### src/rtl/uart_rx_pkg.sv
// Shared constants, state encoding and helpers for the UART receive front-end.
package uart_rx_pkg;

  localparam int unsigned DATA_WIDTH = 8;
  localparam int unsigned PRESCALE_W = 6;
  localparam int unsigned STATE_W    = 3;

  // State encoding
  localparam logic [STATE_W-1:0] ST_IDLE   = 3'd0;
  localparam logic [STATE_W-1:0] ST_START  = 3'd1;
  localparam logic [STATE_W-1:0] ST_DATA   = 3'd2;
  localparam logic [STATE_W-1:0] ST_PARITY = 3'd3;
  localparam logic [STATE_W-1:0] ST_STOP   = 3'd4;

  typedef enum logic [STATE_W-1:0] {
    S_IDLE   = ST_IDLE,
    S_START  = ST_START,
    S_DATA   = ST_DATA,
    S_PARITY = ST_PARITY,
    S_STOP   = ST_STOP
  } rx_state_t;

  // Legal oversampling ratios
  localparam int unsigned PRESCALE_8  = 8;
  localparam int unsigned PRESCALE_16 = 16;
  localparam int unsigned PRESCALE_32 = 32;

  // Two-out-of-three vote
  function automatic logic majority3(input logic a, input logic b, input logic c);
    return (a & b) | (a & c) | (b & c);
  endfunction

endpackage

### src/rtl/uart_rx_sampler.sv
// Oversampling bit timer and majority sampler.
// Ports: CLK/RST clock and async active-low reset; enable keeps the edge
// counter running (held at 0 otherwise); Prescale oversampling ratio P;
// RX_IN synchronized serial line; edge_cnt position inside the current bit;
// sample_bit majority of the three mid-bit samples, valid from P/2+2.
module uart_rx_sampler
  import uart_rx_pkg::*;
#(
  parameter int unsigned PW = PRESCALE_W
) (
  input  logic          CLK,
  input  logic          RST,
  input  logic          enable,
  input  logic [PW-1:0] Prescale,
  input  logic          RX_IN,
  output logic [PW-1:0] edge_cnt,
  output logic          sample_bit
);

  logic [PW-1:0] half;
  logic [PW-1:0] half_m1;
  logic [PW-1:0] half_p1;
  logic [PW-1:0] last;
  logic          s0;
  logic          s1;

  assign half    = Prescale >> 1;
  assign half_m1 = half - PW'(1);
  assign half_p1 = half + PW'(1);
  assign last    = Prescale - PW'(1);

  // Edge counter plus the three mid-bit samples
  always_ff @(posedge CLK or negedge RST) begin
    if (!RST) begin
      edge_cnt   <= '0;
      s0         <= 1'b0;
      s1         <= 1'b0;
      sample_bit <= 1'b0;
    end else if (!enable) begin
      edge_cnt <= '0;
    end else begin
      edge_cnt <= (edge_cnt == last) ? '0 : edge_cnt + PW'(1);
      if (edge_cnt == half_m1) s0 <= RX_IN;
      if (edge_cnt == half)    s1 <= RX_IN;
      if (edge_cnt == half_p1) sample_bit <= majority3(s0, s1, RX_IN);
    end
  end

endmodule

### src/rtl/uart_rx_frame_ctrl.sv
// UART receive frame controller: start detection, LSB-first deserializing,
// start/stop checks and per-frame status around an external parity checker.
// Ports: CLK/RST clock and async active-low reset; RX_IN serial line (idle
// high); PAR_EN parity bit present; Prescale oversampling ratio; par_err
// parity checker result; P_DATA received byte; sample_bit voted bit value;
// par_chk_en parity checker enable (combinational); data_valid, frm_par_err,
// stp_err, strt_glitch one-cycle status pulses; busy frame in progress.
module uart_rx_frame_ctrl
  import uart_rx_pkg::*;
#(
  parameter int unsigned DATA_WIDTH = uart_rx_pkg::DATA_WIDTH,
  parameter int unsigned PRESCALE_W = uart_rx_pkg::PRESCALE_W
) (
  input  logic                  CLK,
  input  logic                  RST,
  input  logic                  RX_IN,
  input  logic                  PAR_EN,
  input  logic [PRESCALE_W-1:0] Prescale,
  input  logic                  par_err,
  output logic [DATA_WIDTH-1:0] P_DATA,
  output logic                  sample_bit,
  output logic                  par_chk_en,
  output logic                  data_valid,
  output logic                  frm_par_err,
  output logic                  stp_err,
  output logic                  strt_glitch,
  output logic                  busy
);

  localparam int unsigned BIT_CNT_W = $clog2(DATA_WIDTH);

  rx_state_t               state, state_nx;
  logic                    par_en_sh;
  logic [PRESCALE_W-1:0]   presc_sh;
  logic [BIT_CNT_W-1:0]    bit_cnt, bit_cnt_nx;
  logic [DATA_WIDTH-1:0]   p_data_nx;
  logic                    par_err_flag, par_err_flag_nx;
  logic                    load_shadow;
  logic                    data_valid_nx, frm_par_err_nx, stp_err_nx, strt_glitch_nx;
  logic [PRESCALE_W-1:0]   edge_cnt;
  logic                    bit_end;
  logic                    stop_eval;

  // Counter runs whenever the next state is not IDLE, so it loads 1 on start detection
  uart_rx_sampler #(
    .PW (PRESCALE_W)
  ) u_sampler (
    .CLK        (CLK),
    .RST        (RST),
    .enable     (state_nx != S_IDLE),
    .Prescale   (presc_sh),
    .RX_IN      (RX_IN),
    .edge_cnt   (edge_cnt),
    .sample_bit (sample_bit)
  );

  assign bit_end   = (edge_cnt == presc_sh - PRESCALE_W'(1));
  // Stop bit is judged early so a back-to-back start edge is not missed
  assign stop_eval = (edge_cnt == (presc_sh >> 1) + PRESCALE_W'(2));

  // Next-state and next-output logic
  always_comb begin
    state_nx        = state;
    bit_cnt_nx      = bit_cnt;
    p_data_nx       = P_DATA;
    par_err_flag_nx = par_err_flag;
    load_shadow     = 1'b0;
    par_chk_en      = 1'b0;
    data_valid_nx   = 1'b0;
    frm_par_err_nx  = 1'b0;
    stp_err_nx      = 1'b0;
    strt_glitch_nx  = 1'b0;
    case (state)
      S_IDLE: begin
        if (!RX_IN) begin
          state_nx        = S_START;
          load_shadow     = 1'b1;
          par_err_flag_nx = 1'b0;
        end
      end
      S_START: begin
        if (bit_end) begin
          if (sample_bit) begin
            strt_glitch_nx = 1'b1;
            state_nx       = S_IDLE;
          end else begin
            bit_cnt_nx = '0;
            state_nx   = S_DATA;
          end
        end
      end
      S_DATA: begin
        if (bit_end) begin
          p_data_nx[bit_cnt] = sample_bit;
          if (bit_cnt == BIT_CNT_W'(DATA_WIDTH - 1)) begin
            state_nx = par_en_sh ? S_PARITY : S_STOP;
          end else begin
            bit_cnt_nx = bit_cnt + BIT_CNT_W'(1);
          end
        end
      end
      S_PARITY: begin
        if (bit_end) begin
          par_chk_en      = 1'b1;
          par_err_flag_nx = par_err;
          state_nx        = S_STOP;
        end
      end
      S_STOP: begin
        if (stop_eval) begin
          state_nx       = S_IDLE;
          data_valid_nx  = sample_bit & ~par_err_flag;
          stp_err_nx     = ~sample_bit;
          frm_par_err_nx = par_err_flag;
        end
      end
      default: state_nx = S_IDLE;
    endcase
  end

  // State, datapath and registered status outputs
  always_ff @(posedge CLK or negedge RST) begin
    if (!RST) begin
      state        <= S_IDLE;
      par_en_sh    <= 1'b0;
      presc_sh     <= '0;
      bit_cnt      <= '0;
      P_DATA       <= '0;
      par_err_flag <= 1'b0;
      data_valid   <= 1'b0;
      frm_par_err  <= 1'b0;
      stp_err      <= 1'b0;
      strt_glitch  <= 1'b0;
      busy         <= 1'b0;
    end else begin
      state        <= state_nx;
      bit_cnt      <= bit_cnt_nx;
      P_DATA       <= p_data_nx;
      par_err_flag <= par_err_flag_nx;
      data_valid   <= data_valid_nx;
      frm_par_err  <= frm_par_err_nx;
      stp_err      <= stp_err_nx;
      strt_glitch  <= strt_glitch_nx;
      busy         <= (state_nx != S_IDLE);
      if (load_shadow) begin
        par_en_sh <= PAR_EN;
        presc_sh  <= Prescale;
      end
    end
  end

endmodule

### config.mk
export PLATFORM = sky130hd
export DESIGN_NAME = uart_rx_frame_ctrl
export DESIGN_NICKNAME = d
export VERILOG_FILES = /design/src/rtl/uart_rx_pkg.sv /design/src/rtl/uart_rx_sampler.sv /design/src/rtl/uart_rx_frame_ctrl.sv
export SDC_FILE = /design/constraint.sdc
export NUM_CORES = 1
export LEC_CHECK = 0
export CORE_AREA = 2 2 66 68
export DETAILED_ROUTE_END_ITERATION = 16
export DIE_AREA = 0 0 68 70
export PLACE_DENSITY = 0.79
export SLEW_MARGIN = 20
export SYNTH_ARGS = -nofsm -noshare
export SYNTH_HDL_FRONTEND = slang
export SYNTH_SLANG_ARGS = --single-unit
### constraint.sdc
create_clock -name CLK -period 3.3 [get_ports CLK]
set_input_delay 0.33 -clock CLK [delete_from_list [all_inputs] [get_ports CLK]]
set_output_delay 0.33 -clock CLK [all_outputs]
set_load 0.01 [all_outputs]
==> metrics.cfg, run 1 <==
[global_routing]
grt_pass1_wl_um = 7630
track_usage = 0.210
grt_pass1_vias = 1671
grt.overflow.total = 0
antenna_found_initial = 0
grt_max_degree = 37

[worst_setup_path]
reg2reg_from = presc_sh[1]$_DFFE_PN0P_
critPathMaxFanout = 6
reg2reg_slack_ns = 0.44
rr_worst_depth = 9
r2r-end = u_sampler.s1$_DFFE_PN0P_
path_cells = inv_1 > ha_1 > nand2b_1 > a211o_1 > xnor2_1 > nor3_2 > nand2_1 > nor2_1 > clkdlybuf4s50_1
cp-startpoint = presc_sh[1]$_DFFE_PN0P_
max_stage_delay_ns = 0.57
cpMaxStageDelayCell = clkdlybuf4s50_1
endpoint_kind = output port
cp.required_ns = 2.97
crit_type = flop to output port
start_kind = flop
crit_arrival_ns = 2.76

[sta]
slew_headroom = 0.480
clock_skew_ns = 0.00509
rsz0062_at_grt = false
tightest_slew_ns = 0.780
fin_ws_ns = 0.214
tns_ns = 0
maxSlewViolCount = 0
finalCritPeriodShare = 0.935
min_period_ns = 3.09
setup_viol = 0
max_freq_mhz = 324
timing_hold_violations_final = 0

[yosys]
yosysMostFrequentCell = dfrtp_1
ys_types = 47
ys.flop_type = dfrtp_1
synth_edf_count = 0
synth_commonest_cells = 36 x dfrtp_1, 23 x nor2_1, 16 x xnor2_1
synth_area_leader_cell = dfrtp_1
synthesis.nets = 245
syn-cell-area_um2 = 2180
yosysWarningCount = 0
synth-seq-cells = 36
synth_top_area_frac = 0.413
avgSynthCellArea_um2 = 9.73
ys_seq_area_frac = 0.413
synthArstFlopShare = 1.00
synth_area_leaders = dfrtp_1 41%, xnor2_1 6.4%, ha_1 5.7%, mux2_2 5.7%, nor2_1 4.0%
synth_cells = 224

[power_and_ir_drop]
powerDensity_nw_per_um2 = 873
p_leak_nw = 1.12
peakVddDrop_uv = 522

[cts]
h-tree-depth = 2
holdBufCountCts = 0
tritoncts = yes
cts.sinks = 36
numCtsBuffers = 5
root_buffer = clkbuf_8
cts_buffer_depth = 2
clkTransAtPathRegs_ns = 0.07
clk_latency_ns = 0.28

[cells_and_area]
multiInputGateArea_um2 = 1180
layout.cells.non_filler = 300
area_growth_pct = 18.3
nets = 268
nFillCells = 361
seq_area_um2 = 901
fin_area_um2 = 2580
diodes = 0
drive_gt1_frac = 0.109

[floorplanning]
die_width_um = 68
core-area_um2 = 4140
dieArea_um2 = 4760
die_h_um = 70
ioPinCount = 26
start_util = 0.526
row_count = 24

[routing]
drtAntennaViolNets = 0
drt-initial-drc-count = 110
drt-total-wl_um = 4270
drt_pass1_iterations = 6
wl_per_cell_um = 14.2
drc = 0
num_vias = 1681
vias_per_cell = 5.60

[placement]
dp_slack_ns = 0.447
dp_cells = 292
dpl-instance-area_um2 = 2450
routabilityCongestion = 0.875
dp.final_hpwl_um = 3160
port_buffers = 25

[outcome]
outcome = completed

[job]
max_cap_viol_count = 0

[hold_path]
hp-class = input port to async pin

placed cells by master, fill, tap and decap left out, types with 2 or more instances in the layout:
cell	synthesis	layout
o311ai_0	2	2
buf_4	1	2
nand3b_1	2	2
a21oi_1	2	2
o211a_1	2	2
nand4_1	2	2
nor4_1	2	2
nand2_1	15	15
mux2_1	3	3
dfrtp_1	36	36
clkdlybuf4s50_1	0	24
nor2_1	23	23
mux2_2	11	11
or3_1	2	2
a211o_1	2	2
nor3_1	10	9
nor3b_1	2	2
nand2b_1	6	6
a21o_1	2	2
o31ai_1	4	4
nand3_1	10	10
o21ai_0	10	10
xnor2_1	16	16
clkbuf_8	0	7
inv_1	12	11
ha_1	10	10
xor2_1	8	8
critical path, delay by kind of cell, from the launching register on:
kind / cells / cell delay (ns)
adders and majority gates: 1 / 0.22
and+or+nand+nor: 4 / 0.60
buffers and inverters: 2 / 0.72
xor gates and xnor gates: 1 / 0.19
DFF: 1 / 0.44
AOI/OAI and AO/OA: 1 / 0.29
how the worst max path moves through the flow:
stage	end
3_5_place_dp	u_sampler.s1$_DFFE_PN0P_
6_report	par_chk_en
3_3_place_gp	par_chk_en
2_1_floorplan	u_sampler.s0$_DFFE_PN0P_
5_1_grt	par_chk_en
4_1_cts	par_chk_en
sequential cells by signal, summed over array words and instances, names as in the netlist:
register,count
u_sampler.s1,1
P_DATA,8
presc_sh,6
stp_err,1
u_sampler.sample_bit,1
strt_glitch,1
data_valid,1
u_sampler.edge_cnt,6
par_err_flag,1
frm_par_err,1
par_en_sh,1
bit_cnt,3
u_sampler.s0,1
busy,1
state,3
logic make-up after synthesis:
family / share of synthesized area
DFF: 0.413
adders and majority gates: 0.0620
and+or+nand+nor: 0.185
xor gates and xnor gates: 0.0964
AOI/OAI and AO/OA: 0.123
muxes: 0.0723
buffers and inverters: 0.0476
timing repair:
item	CTS	global route
buffers inserted	0	0
resized for setup	0	3
endpoints found under the setup margin	0	1
area by class of cell:
type                       instances  share of cell area
timing repair buffer              27               0.101
sequential                        36               0.350
multi-input combinational        165               0.458
tap                               52              0.0252
inverter                          12              0.0175
clock buffer                       7              0.0374
clock inverter                     1              0.0117
routing by layer:
| metal | track usage | wire (µm) | part of all wire | vias to the layer above |
|---|---|---|---|---|
| met5 | 0 | 0 | 0 | - |
| met4 | 0.0667 | 68 | 0.016 | 0 |
| met3 | 0.0322 | 124 | 0.029 | 9 |
| met2 | 0.314 | 2090 | 0.49 | 34 |
| met1 | 0.310 | 1990 | 0.47 | 806 |
| li1 | - | - | - | 832 |
power by group:
part / total (W) / switching, W / leakage [nW] / internal [W]
combinational: 0.00105 / 0.000548 / 0.581 / 0.000497
clock: 0.000421 / 0.000154 / 0.0645 / 0.000267
sequential: 0.000785 / 0.000229 / 0.470 / 0.000556
per-stage QoR:
step | hold slack (ns) | utilization | power (W)
floorplan | 0.0344 | - | 0.00154
global placement | 0.415 | 0.590 | 0.00178
detailed placement | 0.435 | 0.590 | 0.00181
CTS | 0.152 | 0.621 | 0.00224
global route | 0.191 | 0.622 | 0.00245
finish | 0.123 | 0.622 | 0.00225
Note: power is estimated with default switching activity, not from simulation.
==> inputs of run 2 (changes only) <==
--- a/config.mk
+++ b/config.mk
@@ -5,10 +5,13 @@
 export SDC_FILE = /design/constraint.sdc
 export NUM_CORES = 1
 export LEC_CHECK = 0
-export CORE_AREA = 2 2 66 68
+export CELL_PAD_IN_SITES_DETAIL_PLACEMENT = 0
+export CELL_PAD_IN_SITES_GLOBAL_PLACEMENT = 1
+export CORE_AREA = 2 2 75 77
 export DETAILED_ROUTE_END_ITERATION = 16
-export DIE_AREA = 0 0 68 70
-export PLACE_DENSITY = 0.79
+export DIE_AREA = 0 0 77 79
+export PLACE_DENSITY = 0.78
+export SETUP_SLACK_MARGIN = 0.2
 export SLEW_MARGIN = 20
 export SYNTH_ARGS = -nofsm -noshare
 export SYNTH_HDL_FRONTEND = slang
==> run 2 against run 1 <==
Net effect:
- critical path depth up 1
- worst setup slack better by 0.35 ns
- combinational power about the same
- cell area up 0.58%
- largest power group unchanged
==> metrics.cfg, run 2 (same netlist as run 1, synthesis figures left out) <==
[routing]
num_vias = 1619  ; -3.7%
drc = 0  ; unchanged
drt-total-wl_um = 4330  ; +1.3%
drt_pass1_iterations = 4  ; -2
vias_per_cell = 5.04  ; -10%
wl_per_cell_um = 13.5  ; -5.4%
drtAntennaViolNets = 0  ; unchanged
drt-initial-drc-count = 100  ; -9.1%

[worst_setup_path]
rr_worst_depth = 10  ; +1
crit_buf_inv = 2  ; unchanged
cp-startpoint = presc_sh[1]$_DFFE_PN0P_
crit_family = compound AO/OA/AOI/OAI gates
path_cells = inv_1 > ha_1 > nand2b_1 > a211o_1 > xnor2_1 > nor3_2 > buf_4 > o2bb2ai_1 > o31ai_1 > mux2_1
start_kind = flop
endpoint_kind = flop
cp.required_ns = 3.48  ; +0.51 ns
critPathMaxFanout = 6  ; unchanged
path_depth = 10  ; +1
crit_arrival_ns = 2.92  ; +0.16 ns
max_stage_delay_ns = 0.45  ; -0.12 ns
r2r-end = u_sampler.sample_bit$_DFFE_PN0P_
reg2reg_slack_ns = 0.56  ; +0.12 ns
reg2reg_from = presc_sh[1]$_DFFE_PN0P_
crit_type = flop to flop
cpMaxStageDelayCell = dfrtp_2

[cells_and_area]
drive_gt1_frac = 0.129  ; +0.0196
area_growth_pct = 18.9
largest_reg_flops = 8  ; unchanged
final_cell_mix = 34 x dfrtp_1, 23 x clkdlybuf4s50_1, 22 x nor2_1
layout.cells.non_filler = 321  ; +7.0%
diodes = 0  ; unchanged
utilization = 0.486  ; -0.136
fin_area_um2 = 2590  ; +0.58%
layout_commonest_cell = dfrtp_1
regMostFlops = P_DATA
nets = 269  ; +0.37%
largestRegisters = P_DATA x8, presc_sh x6, u_sampler.edge_cnt x6

[cts]
cts.sinks = 36  ; unchanged
root_buffer = clkbuf_8
h-tree-depth = 2  ; unchanged
cts_buffer_depth = 2  ; unchanged
post_cts_buffers = 0  ; unchanged
holdBufCountCts = 0  ; unchanged
clkTransAtPathRegs_ns = 0.08  ; about the same
tritoncts = yes
numCtsBuffers = 5  ; unchanged
clk_latency_ns = 0.30  ; +0.02 ns

[floorplanning]
row_count = 27  ; +13%
dieArea_um2 = 6080  ; +28%
die_h_um = 79  ; +13%
core-area_um2 = 5340  ; +29%
start_util = 0.408  ; -0.118
ioPinCount = 26  ; unchanged
die_width_um = 77  ; +13%

[sta]
finalCritPeriodShare = 0.829  ; -0.106
tightest_slew_ns = 0.810  ; +0.0302 ns
max_freq_mhz = 366  ; +13%
clock_skew_ns = 0.00778  ; +0.00270 ns
maxSlewViolCount = 0  ; unchanged
slew_headroom = 0.460  ; -0.0202
setup_viol = 0  ; unchanged
tns_ns = 0  ; unchanged
timing_hold_violations_final = 0  ; unchanged
hold_slack_ns = 0.115  ; -0.00773 ns
rsz0062_at_grt = false
min_period_ns = 2.74  ; -0.350 ns

[power_and_ir_drop]
switchingPower_w = 0.000953  ; +2.3%
p_leak_nw = 1.13  ; +0.85%
switching_share = 0.434  ; +0.0207
peakVddDrop_uv = 427  ; -18%
powerDensity_nw_per_um2 = 846  ; -3.1%
comb_power_share = 0.489  ; +0.025
internal_power_w = 0.00124  ; -6.0%
pwr-share-seq = 0.356  ; +0.007
p_clk_frac = 0.155  ; -0.032

[global_routing]
grt_max_degree = 37  ; unchanged
antenna_found_initial = 0  ; unchanged
grt_pass1_wl_um = 7820  ; +2.5%
grt_pass1_vias = 1595  ; -4.5%
track_usage = 0.166  ; -0.0440
grt.overflow.total = 0  ; unchanged

[placement]
dpl-instance-area_um2 = 2480  ; +1.3%
routabilityCongestion = 0.833  ; -4.8%
dp.final_hpwl_um = 3160  ; about the same
dp_cells = 313  ; +7.2%
port_buffers = 25  ; unchanged

[outcome]
outcome = completed

[job]
max_cap_viol_count = 0  ; unchanged

[hold_path]
hp-class = input port to async pin

-- run 2: worst max-delay path by stage --
| stage | to | slack (ns) |
|---|---|---|
| after floorplan | u_sampler.s0$_DFFE_PN0P_ | 0.71 |
| after global placement | par_chk_en | 0.50 |
| after detailed placement | par_chk_en | 0.45 |
| after CTS | par_chk_en | 0.21 |
| after global routing | u_sampler.s0$_DFFE_PN0P_ | 0.32 |
| final | u_sampler.sample_bit$_DFFE_PN0P_ | 0.56 |
-- run 2: stage by stage --
stage          setup slack [ns]  power [W]
3_5_place_dp              0.453    0.00183
5_1_grt                   0.320    0.00240
6_report                  0.564    0.00219
4_1_cts                   0.210    0.00219
3_3_place_gp              0.497    0.00182
2_1_floorplan             0.714    0.00154
-- run 2: final cells by class --
cell class,instances,area [µm²]
clock buffers,6,82.6
flip-flops and latches,36,903
clock inverters,2,13.8
multi-input cells,165,1190
well taps,72,90.1
inverters,12,45.0
fillers,541,2750
repair buffers,28,270
-- run 2: worst register-to-register path, delay by kind of cell, from the launching register on --
| kind | cells | cell delay (ns) |
|---|---|---|
| adder cells (fa/ha/maj) | 1 | 0.22 |
| multiplexers | 1 | 0.35 |
| flip-flops | 1 | 0.45 |
| AO/OA/AOI/OAI | 3 | 0.81 |
| XOR/XNOR | 1 | 0.32 |
| AND/OR/NAND/NOR | 2 | 0.20 |
| buffers and inverters | 2 | 0.29 |
-- run 2: layer usage --
metal / global-route usage / share of wire / vias up / wire length [µm]
li1: - / - / 834 / -
met5: 0 / 0 / - / 0
met2: 0.245 / 0.46 / 17 / 1980
met1: 0.234 / 0.50 / 763 / 2170
met4: 0.0714 / 0.018 / 0 / 76
met3: 0.0375 / 0.023 / 5 / 100
-- run 2: repair_timing --
action,CTS,global route
resized for setup,2,6
endpoints found under the setup margin,1,1
hold endpoints to repair,0,0
-- run 2: power by group through the flow --
stage | sequential (W) | clock, W | combinational (W)
finish | 0.000781 | 0.000340 | 0.00107
global route | 0.000816 | 0.000375 | 0.00121
CTS | 0.000778 | 0.000354 | 0.00106
detailed placement | 0.000787 | 0 | 0.00104
global placement | 0.000783 | 0 | 0.00104
floorplan | 0.000647 | 0 | 0.000896
==> inputs of run 3 (changes only) <==
==> constraint.sdc (replaced) <==
create_clock -name CLK -period 2.8 [get_ports CLK]
set_input_delay 0.28 -clock CLK [delete_from_list [all_inputs] [get_ports CLK]]
set_output_delay 0.28 -clock CLK [all_outputs]
set_load 0.01 [all_outputs]
==> run 3 against run 2 <==
Net effect:
- clock-buffer cell count unchanged
- cell area up 6.8%
- sequential share of layout area down 2.3 points
- worst setup slack worse by 0.35 ns
- flip-flop and latch count unchanged
- critical path depth down 1
- fmax up 5.9%
- final cell count up 3.7%
- via count up 2.4%
- die area unchanged
- core utilization up 3.3 points
- clock power up 16%
==> metrics.cfg, run 3 (same netlist as run 1, synthesis figures left out) <==
[outcome]
outcome = completed

[routing]
drt-initial-drc-count = 109  ; +9.0%
wl_per_cell_um = 13.6  ; +0.97%
drc = 0  ; unchanged
vias_per_cell = 4.98  ; -1.3%
drt_pass1_iterations = 4  ; unchanged
drtAntennaViolNets = 0  ; unchanged
drt-total-wl_um = 4530  ; +4.7%
num_vias = 1658  ; +2.4%

[worst_setup_path]
endpoint_kind = flop
reg2reg_slack_ns = 0.22  ; -0.35 ns
rr_worst_depth = 9  ; -1
crit_arrival_ns = 2.75  ; -0.17 ns
cp.required_ns = 2.97  ; -0.51 ns
reg2reg_from = presc_sh[2]$_DFFE_PN0P_
start_kind = flop
critPathMaxFanout = 6  ; unchanged
crit_type = flop to flop
r2r-end = u_sampler.s0$_DFFE_PN0P_

[global_routing]
antenna_found_initial = 0  ; unchanged
track_usage = 0.154  ; -0.0113
grt_max_degree = 37  ; unchanged
grt_pass1_vias = 1592  ; -0.19%
grt_pass1_wl_um = 7490  ; -4.3%
grt.overflow.total = 0  ; unchanged

[power_and_ir_drop]
peakVddDrop_uv = 506  ; +19%
pwr-share-seq = 0.303  ; -0.053
powerDensity_nw_per_um2 = 1020  ; +20%
p_clk_frac = 0.140  ; -0.015
switchingPower_w = 0.00119  ; +25%
switching_share = 0.424  ; -0.0102
internal_power_w = 0.00162  ; +31%
comb_power_share = 0.557  ; +0.068
p_leak_nw = 1.18  ; +5.1%

[sta]
timing_hold_violations_final = 0  ; unchanged
clock_skew_ns = 0.00899  ; +0.00120 ns
rsz0062_at_grt = true
tightest_slew_ns = 0.820  ; +0.0100 ns
hold_slack_ns = 0.0799  ; -0.0354 ns
maxSlewViolCount = 0  ; unchanged
slew_headroom = 0.453  ; -0.00667
setup_viol = 0  ; unchanged
max_freq_mhz = 387  ; +5.9%
tns_ns = 0  ; unchanged
min_period_ns = 2.58  ; -0.153 ns
finalCritPeriodShare = 0.922  ; +0.0934

[cells_and_area]
nets = 281  ; +4.5%
area_growth_pct = 27.0
regMostFlops = P_DATA
drive_gt1_frac = 0.222  ; +0.0937
utilization = 0.519  ; +0.0331
nFillCells = 525  ; -3.0%
largestRegisters = P_DATA x8, presc_sh x6, u_sampler.edge_cnt x6
diodes = 0  ; unchanged
largest_reg_flops = 8  ; unchanged
final_cell_mix = 35 x dfrtp_1, 23 x clkdlybuf4s50_1, 22 x nor2_1
layout_commonest_cell = dfrtp_1

[cts]
root_buffer = clkbuf_8
clk_latency_ns = 0.29  ; about the same
numCtsBuffers = 5  ; unchanged
tritoncts = yes
h-tree-depth = 2  ; unchanged
cts_buffer_depth = 2  ; unchanged
clkTransAtPathRegs_ns = 0.08  ; about the same
cts.sinks = 36  ; unchanged

[floorplanning]
start_util = 0.408  ; unchanged
row_count = 27  ; unchanged
die_h_um = 79  ; unchanged
core-area_um2 = 5340  ; unchanged
die_width_um = 77  ; unchanged
dieArea_um2 = 6080  ; unchanged
ioPinCount = 26  ; unchanged

[placement]
dp.final_hpwl_um = 3250  ; +2.6%
routabilityCongestion = 0.814  ; -2.3%
port_buffers = 25  ; unchanged

[job]
max_cap_viol_count = 0  ; unchanged

[hold_path]
hp-class = input port to async pin

-- run 3: changes by cell type in the layout (fill, tap and decap cells not counted), moves of 2 or more --
cell     change
buf_4       +12
o31ai_1      -4
o31ai_2      +4
ha_1         -2
ha_4         +2
-- run 3: power by group through the flow --
stage	clock, W	sequential, W	combinational, W
CTS	0.000408	0.000856	0.00137
global placement	0	0.000863	0.00129
global route	0.000429	0.000880	0.00173
finish	0.000394	0.000852	0.00157
detailed placement	0	0.000862	0.00130
floorplan	0	0.000763	0.00106
-- run 3: cell type report --
| type | count | area [µm²] | area share |
|---|---|---|---|
| multi-input combinational | 165 | 1280 | 0.461 |
| sequential | 36 | 902 | 0.326 |
| timing repair buffer | 40 | 359 | 0.130 |
| tap | 72 | 90.1 | 0.0325 |
| clock buffer | 6 | 82.6 | 0.0298 |
| inverter | 12 | 45.0 | 0.0163 |
| clock inverter | 2 | 13.8 | 0.00497 |
-- run 3: layer usage --
layer  global-route usage  share of wire  vias up
met2                0.242           0.45       18
met5                    0              0        -
li1                     -              -      851
met4               0.0375         0.0053        0
met1                0.220           0.51      787
met3               0.0318          0.026        2
-- run 3: worst max-delay path, cell delays in order, from the launching register on --
cell	delay (ns)
dfrtp_1	0.39
inv_2	0.12
ha_4	0.17
nand2b_4	0.05
a211o_1	0.30
xnor2_2	0.18
or4_4	0.51
a31oi_4	0.30
o31ai_2	0.11
mux2_1	0.33
-- run 3: metrics by stage --
step                setup slack (ns)  cell area (µm²)  total power, W  cells
detailed placement            0.0560             2520         0.00216    319
finish                         0.217             2770         0.00282    333
global placement               0.139             2520         0.00215    319
CTS                            0.204             2660         0.00264    327
floorplan                      0.214             2180         0.00182    224
global route                   0.131             2770         0.00304    333
-- run 3: timing repair --
action / in CTS / in global routing
endpoints found under the setup margin: 9 / 13
resized for setup: 15 / 11
hold buffers: 0 / 0
pin swaps: 4 / 10
cloned: 0 / 0
buffers inserted: 0 / 6
-- run 3: how the worst max path moves through the flow --
| stage | startpoint | cells after the start | slack (ns) | end |
|---|---|---|---|---|
| after floorplan | presc_sh[2]$_DFFE_PN0P_ | 9 | 0.21 | u_sampler.s0$_DFFE_PN0P_ |
| after global placement | presc_sh[2]$_DFFE_PN0P_ | 9 | 0.14 | par_chk_en |
| after detailed placement | presc_sh[2]$_DFFE_PN0P_ | 10 | 0.06 | u_sampler.sample_bit$_DFFE_PN0P_ |
| after CTS | presc_sh[0]$_DFFE_PN0P_ | 9 | 0.20 | u_sampler.sample_bit$_DFFE_PN0P_ |
| after global routing | presc_sh[2]$_DFFE_PN0P_ | 9 | 0.13 | u_sampler.s0$_DFFE_PN0P_ |
| final | presc_sh[2]$_DFFE_PN0P_ | 9 | 0.22 | u_sampler.s0$_DFFE_PN0P_ |
